[src/rtl/mag_sub_pipe_32_pkg.sv]
// mag_sub_pipe_32_pkg: gpk encoding, default width, LZC width and prefix-combine helpers
package mag_sub_pipe_32_pkg;
    // Each gpk pair is the carry-out of a bit group as a function of its carry-in:
    // bit1 = carry-out when carry-in is 0, bit0 = carry-out when carry-in is 1.
    localparam logic [1:0] GPK_KILL = 2'b00;
    localparam logic [1:0] GPK_PROP = 2'b01;
    localparam logic [1:0] GPK_GEN  = 2'b11;
    localparam int WIDTH_DEF = 32;

    function automatic int lzc_width(input int w);
        return $clog2(w) + 1;
    endfunction

    // Composition of two adjacent groups: feed the low group's carry-out into the high group.
    function automatic logic [1:0] gpk_combine(input logic [1:0] hi, input logic [1:0] lo);
        return {lo[1] ? hi[0] : hi[1], lo[0] ? hi[0] : hi[1]};
    endfunction
endpackage

[src/rtl/gpk_prefix_stage.sv]
// gpk_prefix_stage: one Kogge-Stone level over WIDTH gpk pairs at distance DIST
//   gpk_in   in   2*WIDTH  gpk pairs, pair i at [2i+1:2i]
//   gpk_out  out  2*WIDTH  pair i combined with pair i-DIST (unchanged below DIST)
module gpk_prefix_stage
    import mag_sub_pipe_32_pkg::*;
#(
    parameter int WIDTH = WIDTH_DEF,
    parameter int DIST  = 1
) (
    input  logic [2*WIDTH-1:0] gpk_in,
    output logic [2*WIDTH-1:0] gpk_out
);
    always_comb begin
        gpk_out = gpk_in;
        for (int i = DIST; i < WIDTH; i++)
            gpk_out[2*i +: 2] = gpk_combine(gpk_in[2*i +: 2], gpk_in[2*(i-DIST) +: 2]);
    end
endmodule

[src/rtl/mag_sub_pipe_32.sv]
// mag_sub_pipe_32: two-stage pipelined |a-b| with sign and zero flags, valid/ready on both sides
//   clk, rst_n           clock, asynchronous active-low reset
//   in_valid/in_ready    input handshake for a, b
//   a, b                 unsigned minuend / subtrahend
//   out_valid/out_ready  output handshake for diff, a_lt_b, zero (and lzc)
//   diff                 |a-b|;  a_lt_b: a<b;  zero: a==b
//   lzc                  leading-zero count of diff, WIDTH when diff==0 (only with LZC_OUT_EN)
module mag_sub_pipe_32
    import mag_sub_pipe_32_pkg::*;
#(
    parameter int WIDTH = WIDTH_DEF
) (
    input  logic             clk,
    input  logic             rst_n,
    input  logic             in_valid,
    output logic             in_ready,
    input  logic [WIDTH-1:0] a,
    input  logic [WIDTH-1:0] b,
    output logic             out_valid,
    input  logic             out_ready,
    output logic [WIDTH-1:0] diff,
    output logic             a_lt_b,
    output logic             zero
`ifdef LZC_OUT_EN
    ,
    output logic [lzc_width(WIDTH)-1:0] lzc
`endif
);
    localparam int LVLS    = $clog2(WIDTH);
    localparam int S1_LVLS = LVLS / 2;
    localparam int S2_LVLS = LVLS - S1_LVLS;

    logic               s1_valid_q, s1_valid_d;
    logic               s2_valid_q, s2_valid_d;
    logic [2*WIDTH-1:0] gpk_q, gpk_d;
    logic [WIDTH-1:0]   p_q, p_d;
    logic [WIDTH-1:0]   diff_q, diff_d;
    logic               a_lt_b_q, a_lt_b_d;
    logic               zero_q, zero_d;
    logic               s2_load, in_fire, s1_adv;
    logic [2*WIDTH-1:0] raw;
    logic [2*WIDTH-1:0] s1_lvl [0:S1_LVLS];
    logic [2*WIDTH-1:0] s2_lvl [0:S2_LVLS];
    logic [WIDTH-1:0]   grp_b0, grp_b1, sum0, sum1, mag;
    logic               lt;

    // a + ~b + 1: per-bit gpk of a[k] and ~b[k]
    always_comb begin
        raw = '0;
        for (int k = 0; k < WIDTH; k++)
            raw[2*k +: 2] = (a[k] & ~b[k]) ? GPK_GEN : (a[k] ^ ~b[k]) ? GPK_PROP : GPK_KILL;
    end

    assign s1_lvl[0] = raw;
    assign s2_lvl[0] = gpk_q;

    genvar j;
    for (j = 0; j < S1_LVLS; j++) begin : g_s1
        gpk_prefix_stage #(.WIDTH(WIDTH), .DIST(1 << j)) u_lvl (
            .gpk_in (s1_lvl[j]),
            .gpk_out(s1_lvl[j+1])
        );
    end
    for (j = 0; j < S2_LVLS; j++) begin : g_s2
        gpk_prefix_stage #(.WIDTH(WIDTH), .DIST(1 << (j + S1_LVLS))) u_lvl (
            .gpk_in (s2_lvl[j]),
            .gpk_out(s2_lvl[j+1])
        );
    end

    // Group [k:0] carry-outs for carry-in 1 (a-b) and carry-in 0 (a-b-1 = ~(b-a)),
    // so one tree yields both a-b and b-a.
    always_comb begin
        grp_b0 = '0;
        grp_b1 = '0;
        for (int k = 0; k < WIDTH; k++) begin
            grp_b0[k] = s2_lvl[S2_LVLS][2*k];
            grp_b1[k] = s2_lvl[S2_LVLS][2*k+1];
        end
    end

    assign sum1 = p_q ^ {grp_b0[WIDTH-2:0], 1'b1};
    assign sum0 = p_q ^ {grp_b1[WIDTH-2:0], 1'b0};
    assign lt   = ~grp_b0[WIDTH-1];
    assign mag  = lt ? ~sum0 : sum1;

    always_comb begin
        s2_load    = !s2_valid_q || out_ready;
        in_ready   = !s1_valid_q || s2_load;
        in_fire    = in_valid && in_ready;
        s1_adv     = s1_valid_q && s2_load;
        s1_valid_d = in_ready ? in_valid : s1_valid_q;
        s2_valid_d = s2_load ? s1_valid_q : s2_valid_q;
        gpk_d      = in_fire ? s1_lvl[S1_LVLS] : gpk_q;
        p_d        = in_fire ? (a ^ ~b) : p_q;
        diff_d     = s1_adv ? mag : diff_q;
        a_lt_b_d   = s1_adv ? lt : a_lt_b_q;
        // Whole word propagates exactly when every bit of a matches b.
        zero_d     = s1_adv ? (s2_lvl[S2_LVLS][2*WIDTH-1 -: 2] == GPK_PROP) : zero_q;
    end

    always_ff @(posedge clk or negedge rst_n) begin
        if (!rst_n) begin
            s1_valid_q <= 1'b0;
            s2_valid_q <= 1'b0;
            gpk_q      <= '0;
            p_q        <= '0;
            diff_q     <= '0;
            a_lt_b_q   <= 1'b0;
            zero_q     <= 1'b0;
        end else begin
            s1_valid_q <= s1_valid_d;
            s2_valid_q <= s2_valid_d;
            gpk_q      <= gpk_d;
            p_q        <= p_d;
            diff_q     <= diff_d;
            a_lt_b_q   <= a_lt_b_d;
            zero_q     <= zero_d;
        end
    end

    assign out_valid = s2_valid_q;
    assign diff      = diff_q;
    assign a_lt_b    = a_lt_b_q;
    assign zero      = zero_q;

`ifdef LZC_OUT_EN
    localparam int LZC_W = lzc_width(WIDTH);
    logic [LZC_W-1:0] lzc_q, lzc_d;
    always_comb begin
        lzc_d = lzc_q;
        if (s1_adv) begin
            lzc_d = LZC_W'(WIDTH);
            for (int k = 0; k < WIDTH; k++)
                if (mag[k]) lzc_d = LZC_W'(WIDTH - 1 - k);
        end
    end
    always_ff @(posedge clk or negedge rst_n) begin
        if (!rst_n) lzc_q <= '0;
        else lzc_q <= lzc_d;
    end
    assign lzc = lzc_q;
`endif
endmodule

[config.mk]
export PLATFORM = sky130hd
export DESIGN_NAME = mag_sub_pipe_32
export DESIGN_NICKNAME = d
export VERILOG_FILES = /design/src/rtl/mag_sub_pipe_32_pkg.sv /design/src/rtl/gpk_prefix_stage.sv /design/src/rtl/mag_sub_pipe_32.sv
export SDC_FILE = /design/constraint.sdc
export NUM_CORES = 1
export LEC_CHECK = 0
export CORE_UTILIZATION = 62
export CTS_BUF_LIST = sky130_fd_sc_hd__clkbuf_16
export CTS_CLUSTER_SIZE = 40
export DETAILED_ROUTE_END_ITERATION = 10
export PLACE_DENSITY = 0.87
export SLEW_MARGIN = 20
export SYNTH_ARGS = -nofsm -noshare
export SYNTH_HDL_FRONTEND = slang
export SYNTH_SLANG_ARGS = --single-unit
[constraint.sdc]
create_clock -name clk -period 4.2 [get_ports clk]
set_input_delay 0.63 -clock clk [delete_from_list [all_inputs] [get_ports clk]]
set_output_delay 0.63 -clock clk [all_outputs]
set_load 0.005 [all_outputs]
# Yosys cells after proc, flatten, opt, wreduce, memory -nomap -nowiden
# Index checks and enable logic that the tools add are counted.
[totals]
in_bits = 68
reg_bits = 132
[op_classes]
bitwise_logic = 102
reduce_logical = 6
n_eq_ne = 1
mux = 323
[op_table]
columns = ["op", "count"]
rows = [
  ["$mux W1", 290],
  ["$xor A32 B32 Y32", 3],
  ["$mux W2", 32],
  ["$not A32 Y32", 2],
  ["$not A1 Y1", 33],
  ["$and A1 B1 Y1", 32],
  ["$mux W32", 1],
  ["$xor A1 B1 Y1", 32],
  ["$eq A2 B1 Y1 const B", 1],
  ["$logic_and A1 B1 Y1", 2],
  ["$logic_not A1 Y1", 2],
  ["$logic_or A1 B1 Y1", 2],
]

# Longest topological paths before layout
[depth]
word_depth = 6
depth_mapped = 9
mapped_depth_nobuf = 9

# Hierarchy
# Synthesis repeated with hierarchy kept, for this count alone.
[hier_totals]
hier_cells = 936
hier_area_um2 = 10709.0
[by_module_without_submodules]
columns = ["mod", "area_each_um2", "n_inst", "cells_each", "seq_area_each_um2"]
rows = [
  ["mag_sub_pipe_32", 7293.2, 1, 616, 3303.2],
  ["gpk_prefix_stage (g_s1[0].u_lvl)", 713.2, 1, 64, 0.0],
  ["gpk_prefix_stage (g_s1[1].u_lvl)", 705.7, 1, 64, 0.0],
  ["gpk_prefix_stage (g_s2[0].u_lvl)", 690.7, 1, 64, 0.0],
  ["gpk_prefix_stage (g_s2[1].u_lvl)", 660.6, 1, 64, 0.0],
  ["gpk_prefix_stage (g_s2[2].u_lvl)", 645.6, 1, 64, 0.0],
]

# Worst setup path after synthesis
# No wires, ideal clock.
[synth_timing]
kind = "flip-flop to flip-flop"
startpoint = "register gpk_q[6]"
endpoint = "register diff_q[28], in the netlist diff[28]"
n_path_buf = 2
stages_incl_launch_ff = 9
period_less_slack_ns = 2.532
t_arrival_ns = 2.436
slack_ns = 1.668
cell_sequence = "dfrtp_1 > mux2i_2 > mux2i_2 > mux2i_2 > mux2_2 > buf_6 > buf_6 > o211a_1 > o31ai_1"
[synth_via]
elab_chain_cells = 4
word_cells_on_any_way = 7
[synth_lines]
columns = ["element", "line", "rtl"]
rows = [
  ["from (decl)", "mag_sub_pipe_32.sv:35", "logic [2*WIDTH-1:0] gpk_q, gpk_d;"],
  ["from (signal assigned)", "mag_sub_pipe_32.sv:114", "gpk_q <= gpk_d;"],
  ["$mux W1 (2 in a row)", "mag_sub_pipe_32_pkg.sv:16", "return {lo[1] ? hi[0] : hi[1], lo[0] ? hi[0] : hi[1]};"],
  ["$xor A32 B32 Y32 or $mux W1 (tied branches)", "mag_sub_pipe_32.sv:82, mag_sub_pipe_32_pkg.sv:16", ""],
  ["$mux W32 *", "mag_sub_pipe_32.sv:85", "assign mag = lt ? ~sum0 : sum1;"],
  ["to (signal assigned)", "mag_sub_pipe_32.sv:116", "diff_q <= diff_d;"],
  ["to (decl)", "mag_sub_pipe_32.sv:37", "logic [WIDTH-1:0] diff_q, diff_d;"],
]
# Every way passes the cells marked *; elsewhere a longest branch is shown, timed or not.
# A chain may end at the register's enable or synchronous reset.

# Worst setup path after layout
[layout_timing]
startpoint = "register gpk_q[6]"
endpoint = "register diff_q[18], in the netlist diff[18]"
[layout_via]
elab_chain_cells = 4
[layout_lines]
columns = ["element", "line"]
rows = [
  ["$mux W1 (3 in a row)", "mag_sub_pipe_32_pkg.sv:16"],
  ["$mux W32", "mag_sub_pipe_32.sv:85"],
]
# Every way passes these cells.

==> metrics.txt <==
# TYPE chip_impl_metric gauge
chip_impl_info{name="criticalPathCategory",value="flip-flop to flip-flop"} 1
chip_impl_metric{name="yosys_warnings",unit=""} 0
chip_impl_info{name="synth_top_cell_by_area",value="sky130_fd_sc_hd__dfrtp_1"} 1
chip_impl_metric{name="whs",unit="ns"} 0.3737
chip_impl_metric{name="place.gp.congestion",unit=""} 0.8826
chip_impl_metric{name="power_report.internal_total",unit="mW"} 3.543
chip_impl_metric{name="power.total",unit="mW"} 5.454
chip_impl_info{name="ys_dominant_reg_cell",value="sky130_fd_sc_hd__dfrtp_1"} 1
chip_impl_metric{name="max-clock-path-buffers",unit=""} 2
chip_impl_metric{name="max_cap_violations",unit=""} 0
chip_impl_metric{name="n_antenna_cell",unit=""} 0
chip_impl_metric{name="cts_max_level",unit=""} 4
chip_impl_metric{name="crit_fanout",unit=""} 28
chip_impl_metric{name="vdd_drop_max",unit="V"} 0.0003093
chip_impl_metric{name="die_w",unit="µm"} 123.0
chip_impl_metric{name="floorplan.die_area",unit="µm²"} 15120
chip_impl_metric{name="clock_latency",unit="ns"} 0.43
chip_impl_metric{name="drive_gt1_frac",unit=""} 0.09554
chip_impl_metric{name="start_util",unit=""} 0.6434
chip_impl_metric{name="setup_viol",unit=""} 0
chip_impl_metric{name="num_rows",unit=""} 43
chip_impl_metric{name="final_min_period_over_clock_period",unit=""} 0.7502
chip_impl_metric{name="total_leakage_power",unit="nW"} 5.098
chip_impl_metric{name="path_clk_slew",unit="ns"} 0.06
chip_impl_metric{name="grt_util_all_layers",unit=""} 0.3264
chip_impl_metric{name="switchingPower",unit="mW"} 1.911
chip_impl_metric{name="antenna_found_initial",unit=""} 0
chip_impl_info{name="min_path_type",value="primary input to asynchronous set/reset pin"} 1
chip_impl_metric{name="grt_start_max_net_pins",unit=""} 75
chip_impl_metric{name="detailroute.via_count",unit=""} 7648
chip_impl_metric{name="detailedRoute.firstPassIterationCount",unit=""} 5
chip_impl_metric{name="worstPathRequired",unit="ns"} 4.47
chip_impl_metric{name="cts_sinks",unit=""} 132
chip_impl_metric{name="coreArea",unit="µm²"} 14100
chip_impl_metric{name="share_comb_of_total_power",unit=""} 0.373
chip_impl_metric{name="drt_wl_cell",unit="µm"} 18.06
chip_impl_metric{name="cts-buffers-inserted",unit=""} 17
chip_impl_metric{name="dieHeight",unit="µm"} 123.0
chip_impl_metric{name="antenna_violation_net_count_after_detailed_routing",unit=""} 0
chip_impl_metric{name="power_frac_seq",unit=""} 0.359
chip_impl_metric{name="power_density",unit="nW/µm²"} 502.9
chip_impl_metric{name="cts_repair_resize_count",unit=""} 0
chip_impl_metric{name="remaining_drc_errors",unit=""} 0
chip_impl_metric{name="netlist.area_leader.share",unit=""} 0.3642
chip_impl_metric{name="syn-instance-count",unit=""} 988
chip_impl_metric{name="max_freq",unit="MHz"} 317.4
chip_impl_metric{name="layout.nets",unit=""} 1218
chip_impl_metric{name="final.setup.tns",unit="ns"} 0
chip_impl_metric{name="postCtsHoldBufs",unit=""} 0
chip_impl_metric{name="synth_cell_types",unit=""} 37
chip_impl_metric{name="mappedNetlistNets",unit=""} 1120
chip_impl_metric{name="grt_first_pass_wirelength",unit="µm"} 37190
chip_impl_info{name="layout_common_cells",value="sky130_fd_sc_hd__nand2_1, sky130_fd_sc_hd__mux2i_1, sky130_fd_sc_hd__dfrtp_1"} 1
chip_impl_metric{name="slew_viol_final",unit=""} 0
chip_impl_metric{name="post_drt_via_cell_ratio",unit=""} 5.980
chip_impl_metric{name="max-slew-margin-rel",unit=""} 0.3400
chip_impl_metric{name="worst_pin_slew",unit="ns"} 0.9900
chip_impl_metric{name="synth_enable_flop_cells",unit=""} 0
chip_impl_info{name="grt_setup_unrepaired",value="false"} 1
chip_impl_metric{name="syn_area",unit="µm²"} 9070
chip_impl_metric{name="clock_group_share_of_total_power",unit=""} 0.268
chip_impl_metric{name="syn_avg_cell_area",unit="µm²"} 9.180
chip_impl_metric{name="area_delta_synth_final",unit="%"} 19.59
chip_impl_metric{name="final_worst_path_period_need",unit="ns"} 3.151
chip_impl_metric{name="final_cell_area",unit="µm²"} 10850
chip_impl_metric{name="io_buffer_count",unit=""} 103
chip_impl_metric{name="clock-skew-final",unit="ns"} 0.007196
chip_impl_info{name="mostFrequentLayoutCell",value="sky130_fd_sc_hd__nand2_1"} 1
chip_impl_metric{name="drt_iter0_drc",unit=""} 678
chip_impl_info{name="cp-end-kind",value="flip-flop"} 1
chip_impl_metric{name="dp.final_hpwl",unit="µm"} 16680
chip_impl_metric{name="post_dp_cell_area",unit="µm²"} 10270
chip_impl_metric{name="grt.overflow.total",unit=""} 0
chip_impl_metric{name="netSwitchingFraction",unit=""} 0.3504
chip_impl_metric{name="hold_viol",unit=""} 0
chip_impl_metric{name="post-cts-setup-buffers",unit=""} 0
chip_impl_metric{name="ios",unit=""} 104
chip_impl_metric{name="yosys_register_bits",unit=""} 132
chip_impl_metric{name="number_of_global_route_vias_before_repair",unit=""} 7457
chip_impl_metric{name="wire_length_reported_by_the_detailed_router",unit="µm"} 23100
chip_impl_info{name="tritoncts",value="done"} 1
chip_impl_metric{name="asyncSetResetFlopFracSynth",unit=""} 1.000
chip_impl_info{name="synthTopCellsByArea",value="sky130_fd_sc_hd__dfrtp_1, sky130_fd_sc_hd__mux2i_1, sky130_fd_sc_hd__ha_1"} 1
chip_impl_metric{name="yosysSeqAreaShare",unit=""} 0.3642
chip_impl_info{name="critical_path.startpoint_type",value="flip-flop"} 1
chip_impl_info{name="status",value="finished clean"} 1
chip_impl_info{name="ctsRootBufferMaster",value="sky130_fd_sc_hd__clkbuf_16"} 1
chip_impl_metric{name="worst_ep_arrival_time",unit="ns"} 3.42
[cells in the mapped netlist (7+ instances only)]
cell / number
sky130_fd_sc_hd__o21ai_0: 130
sky130_fd_sc_hd__clkbuf_1: 23
sky130_fd_sc_hd__inv_1: 92
sky130_fd_sc_hd__mux2_2: 55
sky130_fd_sc_hd__dfrtp_1: 132
sky130_fd_sc_hd__a21oi_1: 35
sky130_fd_sc_hd__nand3b_1: 13
sky130_fd_sc_hd__ha_1: 64
sky130_fd_sc_hd__nand3_1: 15
sky130_fd_sc_hd__mux2i_1: 137
sky130_fd_sc_hd__o21ai_1: 9
sky130_fd_sc_hd__xnor2_1: 23
sky130_fd_sc_hd__and2_1: 7
sky130_fd_sc_hd__nand2_1: 158
sky130_fd_sc_hd__nor2_1: 22
[sequential cells by signal (all words and copies together), names as in the netlist]
name        count
zero            1
p_q            32
gpk_q          64
diff           32
out_valid       1
s1_valid_q      1
a_lt_b          1
[logic make-up (layout without fill, tap and decap cells)]
kind of cell    after synthesis  after routing  share of synthesized area
compound gates              207            207                     0.1258
xor+xnor                     24             24                    0.02318
fa+ha+maj                    64             64                    0.08829
buf+inv                     122            233                    0.05394
flops                       132            132                     0.3642
mux                         195            195                     0.2240
simple gates                244            244                     0.1206
[cell type report]
| cell class | count | area (µm²) |
|---|---|---|
| flip-flops and latches | 132 | 3303 |
| clock inverters | 15 | 148.9 |
| repair buffers | 109 | 1099 |
| clock buffers | 17 | 425.4 |
| fillers | 974 | 3249 |
| well taps | 180 | 225.2 |
| multi-input cells | 734 | 5300 |
| inverters | 92 | 345.3 |
[routing by layer]
| metal | GRT usage | wire length, µm | vias to the layer above |
|---|---|---|---|
| met2 | 0.5309 | 10990 | 325 |
| met5 | 0 | 0 | - |
| met4 | 0.1220 | 620 | 0 |
| li1 | - | - | 3622 |
| met3 | 0.06089 | 1784 | 58 |
| met1 | 0.4342 | 9702 | 3643 |
[through the flow]
step / std cells / util / setup WS, ns
after floorplan: 988 / - / 1.668
after global placement: 1247 / 0.7287 / 1.298
after detailed placement: 1247 / 0.7287 / 1.143
final: 1279 / 0.7695 / 1.049
after CTS: 1279 / 0.7695 / 1.110
after global routing: 1279 / 0.7695 / 0.9279
[path summary, 6_finish.rpt]
check                           slack [ns]  endpoint      from  depth (start not counted)
worst max-delay path                  1.05  diff[18]  gpk_q[6]                          8
worst min-delay path                  0.37    p_q[6]     rst_n                          1
worst max register to register        1.05  diff[18]  gpk_q[6]                          8
worst min register to register        0.47   diff[0]    p_q[0]                          1
max in group asynchronous             2.99   p_q[27]     rst_n                          2
min in group clk                      0.47   diff[0]    p_q[0]                          1
[power groups by stage]
stage	registers, mW	clock network [mW]	logic [mW]
after detailed placement	1.95	0	1.99
final	1.96	1.46	2.03
after floorplan	1.84	0	1.29
after global placement	1.94	0	1.92
after global routing	1.99	1.52	2.21
after CTS	1.94	1.46	2.02
[critical path: stages (launching register included)]
cell	delay [ns]
sky130_fd_sc_hd__dfrtp_1	0.40
sky130_fd_sc_hd__mux2i_2	0.36
sky130_fd_sc_hd__mux2i_2	0.44
sky130_fd_sc_hd__mux2i_2	0.52
sky130_fd_sc_hd__mux2i_4	0.29
sky130_fd_sc_hd__buf_4	0.43
sky130_fd_sc_hd__mux2i_1	0.31
sky130_fd_sc_hd__xnor2_1	0.16
sky130_fd_sc_hd__o21ai_1	0.09
Note: power is estimated with default switching activity, not from simulation.
==> RTL edit 1: new RTL, same settings <==
Build with the macro `LZC_OUT_EN` defined.
--- a/src/rtl/mag_sub_pipe_32.sv
+++ b/src/rtl/mag_sub_pipe_32.sv
@@ -5,6 +5,8 @@
 //   out_valid/out_ready  output handshake for diff, a_lt_b, zero (and lzc)
 //   diff                 |a-b|;  a_lt_b: a<b;  zero: a==b
 //   lzc                  leading-zero count of diff, WIDTH when diff==0 (only with LZC_OUT_EN)
+`define LZC_OUT_EN
+
 module mag_sub_pipe_32
     import mag_sub_pipe_32_pkg::*;
 #(
Function (old outputs only; new: lzc): kept (Yosys induction, for registers that start in step).
==> RTL edit 1 against the unedited design <==
  * Count of clock-buffer cells in the layout stayed put
  * Clock power is 8% higher
  * Total power is 17% higher
  * Critical endpoint is now lzc[1]$_DFFE_PN0P_
  * Sequential power is 3% higher
  * Setup slack worse by 0.44 ns
  * Wire length is 1.1% higher
  * Largest power group unchanged
  * Final area is 5.1% higher
  * Sequential cell count is 6 higher
  * Area after synthesis is 4.9% higher
  * Synthesized cell count is 0.91% higher
==> RTL edit 1: results (changes against the unedited design) <==
routing usage on met2=54.5% (+1.4 points); R2R depth=10 (+2); r2r endpoint=lzc[1]$_DFFE_PN0P_; vias in the first global route=7643 (+2.5%); DP Worst Slack=0.715 ns (-0.428 ns); DP Cell Count=1268 (+1.7%); Crit path largest cell delay=0.48 ns (-0.04 ns); Starting DRT DRC Count=450 (-34%); Mapped Cells=997 (+0.91%); Placer Congestion=0.865 (-2.1%); Netlist cell types=56 (+51%); top post-synthesis cells by count=nand2_1, dfrtp_1, o21ai_0; Peak VDD IR=0.390 mV (+26%); TritonRoute pass-1 iters=5 (unchanged); Seq/Total Area, Yosys=36.3% (-0.12 points); per-cell routed wire length=18.0 µm (-0.43%); status=completed; placed cell areas=0.0108 mm² (+5.1%); pin count of the biggest net entering global routing=121 (+61%); Leakage=5.40 nW (+5.9%); drt via density=5.93 (-0.77%); Total Routing Usage GR=31.0% (-1.6 points); met3 Use GR=4.72% (-1.4 points); first-pass GRT wire length=38.4 mm (+3.3%); layout cells sized above 1=14.2% (+4.6 points); CP arrival=3.93 ns (+0.51 ns); vias=7708 (+0.78%); CP max-delay cell=mux2i_4; worst slew pin tran=0.984 ns (-0.00631 ns); Reg2Reg Setup Slack=0.61 ns (-0.44 ns); met1 usage=39.0% (-4.4 points); synth top area cells=dfrtp_1, mux2i_1, mux2_2; P_sw=2.37 mW (+24%); Port Buffers=109 (+5.8%); Post-Syn Nets=1129 (+0.80%)
## RTL edit 1: kinds of logic (layout without fill, tap and decap cells)
family,after synthesis,in the layout,synth area share [%]
AO/OA/AOI/OAI,173,173,10.0
XOR/XNOR,39,39,4.06
adder cells (fa/ha/maj),64,64,8.42
buffers and inverters,122,240,5.21
flip-flops,138,138,36.3
multiplexers,225,225,25.2
AND/OR/NAND/NOR,236,236,10.8
## RTL edit 1: worst max-delay path, delay by kind of cell (launching register included)
kind	cells	cell delay, ns
AOI/OAI and AO/OA	4	0.91
xor gates and xnor gates	1	0.28
buffers and inverters	1	0.28
DFF	1	0.40
muxes	4	1.60
## RTL edit 1: per-layer routing
metal,wire length [µm],share of wire (%)
met5,0,0
met4,499,2.1
met3,1220,5.2
met2,11900,51
met1,9750,42
## RTL edit 1: worst max path at each step
stage	end	startpoint	slack (ns)	depth (start not counted)
floorplan	lzc[4]$_DFFE_PN0P_	gpk_q[4]$_DFFE_PN0P_	1.27	9
global placement	lzc[1]$_DFFE_PN0P_	gpk_q[6]$_DFFE_PN0P_	0.80	10
detailed placement	lzc[1]$_DFFE_PN0P_	gpk_q[6]$_DFFE_PN0P_	0.71	10
CTS	lzc[1]$_DFFE_PN0P_	gpk_q[6]$_DFFE_PN0P_	0.65	10
global route	lzc[1]$_DFFE_PN0P_	gpk_q[6]$_DFFE_PN0P_	0.35	10
finish	lzc[1]$_DFFE_PN0P_	gpk_q[6]$_DFFE_PN0P_	0.61	10
## RTL edit 1: area by class of cell
class | instances | area, µm²
Multi-Input combinational cell | 737 | 5590
Sequential cell | 138 | 3450
Fill cell | 978 | 3350
Timing Repair Buffer | 117 | 1180
Clock buffer | 17 | 425
Inverter | 92 | 345
Tap cell | 184 | 230
Clock inverter | 14 | 181
## RTL edit 1: through the flow
| stage | power, mW | hold WS [ns] |
|---|---|---|
| 2_1_floorplan | 3.76 | 0.334 |
| 3_3_place_gp | 4.64 | 0.461 |
| 3_5_place_dp | 4.74 | 0.467 |
| 4_1_cts | 6.32 | 0.428 |
| 5_1_grt | 6.70 | 0.427 |
| 6_report | 6.35 | 0.337 |
## RTL edit 1: power groups by stage
stage / Clock, mW / Sequential, mW / Combinational (mW)
finish: 1.57 / 2.01 / 2.78
global route: 1.63 / 2.05 / 3.02
CTS: 1.57 / 2.00 / 2.75
detailed placement: 0 / 2.02 / 2.71
global placement: 0 / 2.00 / 2.64
floorplan: 0 / 1.92 / 1.84
==> RTL edit 2: new RTL, config.mk and constraints unchanged <==
Made on the original files. `p_q` no longer has a reset.
--- a/src/rtl/mag_sub_pipe_32.sv
+++ b/src/rtl/mag_sub_pipe_32.sv
@@ -104,7 +104,6 @@
             s1_valid_q <= 1'b0;
             s2_valid_q <= 1'b0;
             gpk_q      <= '0;
-            p_q        <= '0;
             diff_q     <= '0;
             a_lt_b_q   <= 1'b0;
             zero_q     <= 1'b0;
@@ -112,11 +111,14 @@
             s1_valid_q <= s1_valid_d;
             s2_valid_q <= s2_valid_d;
             gpk_q      <= gpk_d;
-            p_q        <= p_d;
             diff_q     <= diff_d;
             a_lt_b_q   <= a_lt_b_d;
             zero_q     <= zero_d;
         end
+    end
+
+    always_ff @(posedge clk) begin
+        p_q <= p_d;
     end
 
     assign out_valid = s2_valid_q;
Function: no difference found for any inputs over 4 cycles, from zero or initial values and one cycle with rst_n low; that may be too few to reach the edited logic, so the function may still have changed.
==> RTL edit 2 against the unedited design <==
  * Worst hold slack worse by 0.20 ns
  * Count of clock-buffer cells in the layout up 1
  * Highest routed layer unchanged
  * Synthesized cell count shrank 3.5%
  * Setup slack got worse by 0.052 ns
  * Clock power up 8%
  * Area after synthesis fell by 2.3%
  * Global-route usage decreased by 0.19 points
  * Wire length down 2.8%
  * Total power down 0.88%
  * Sequential cell count stayed put
  * Final area shrank 1.7%
  * Largest power group is now sequential cells
==> RTL edit 2: results (changes against the unedited design) <==
yosys warns=0 (unchanged); Netlist cell types=38 (+2.7%); pin count of the biggest net entering global routing=126 (+68%); Final Skew=0.00748 ns (+0.000288 ns); share of flip-flops with an asynchronous set or reset=75.8% (-24 points); per-cell routed wire length=18.0 µm (-0.31%); CP arrival=3.49 ns (+0.07 ns); Finished Layout Cells=1247 (-2.5%); P_sw=1.83 mW (-4.1%); dpl hpwl=16.4 mm (-1.4%); Reg2Reg Setup Slack=1.0 ns (-0.05 ns); Starting DRT DRC Count=621 (-8.4%); Post-Syn Nets=1085 (-3.1%); drt via density=6.03 (+0.92%); Total Routing Usage GR=32.5% (-0.19 points); crit-path max FO=25 (-11%); Clk power=1.57 mW (+8%); vias in the first global route=7352 (-1.4%); Placer Congestion=0.865 (-2.0%); first-pass GRT wire length=36.5 mm (-2.0%); Comb power frac=35.3% (-2.0 points); Crit path largest cell delay=0.54 ns (+0.02 ns); EDFF count, synth=32 (+32); Largest Pwr Group=sequential cells; cts repair resizes=0 (unchanged); Slew headroom=26.6% (-7.4 points); Leakage=4.92 nW (-3.4%); Avg Cell Area, Syn=9.30 µm² (+1.3%); status=completed; r2r endpoint=diff[14]$_DFFE_PN0P_; placed cell areas=0.0101 mm² (-2.2%); Min Hold Slack=0.178 ns (-0.195 ns); top post-synthesis cells by count=nand2_1, mux2i_1, o21ai_0; TritonRoute pass-1 iters=7 (+2); DP Worst Slack=1.07 ns (-0.0701 ns)
==> RTL edit 2: cell type report <==
class	count	area [µm²]
fillers	923	3270
clock buffers	18	450
inverters	94	353
clock inverters	13	164
well taps	180	225
repair buffers	109	1070
multi-input cells	701	4940
flip-flops and latches	132	3460
==> RTL edit 2: cells by family after synthesis <==
family	Yosys count	synth area share, %
flops	132	39.1
xor+xnor	24	2.37
buf+inv	120	5.43
compound gates	206	12.8
mux	164	19.0
fa+ha+maj	64	9.03
simple gates	243	12.3
==> RTL edit 2: worst max path at each step <==
stage | startpoint | end | slack [ns]
final | gpk_q[6]$_DFFE_PN0P_ | diff[14]$_DFFE_PN0P_ | 1.0
after global routing | gpk_q[6]$_DFFE_PN0P_ | diff[19]$_DFFE_PN0P_ | 0.87
after CTS | gpk_q[6]$_DFFE_PN0P_ | diff[14]$_DFFE_PN0P_ | 1.07
after detailed placement | gpk_q[6]$_DFFE_PN0P_ | diff[14]$_DFFE_PN0P_ | 1.07
after global placement | gpk_q[6]$_DFFE_PN0P_ | diff[15]$_DFFE_PN0P_ | 1.23
after floorplan | gpk_q[6]$_DFFE_PN0P_ | diff[28]$_DFFE_PN0P_ | 1.67
==> RTL edit 2: critical path, delay by kind of cell, from the launching register on <==
kind / cells / cell delay (ns)
multiplexers: 5 / 1.95
buffers and inverters: 1 / 0.41
flip-flops: 1 / 0.39
XOR/XNOR: 1 / 0.18
AO/OA/AOI/OAI: 1 / 0.09
==> RTL edit 2: routing by layer <==
metal	global-route usage [%]	vias up	wire length, µm
li1	-	3514	-
met1	40.5	3586	9180
met2	52.6	343	10600
met3	7.68	82	1750
met4	16.6	0	949
met5	0	-	0
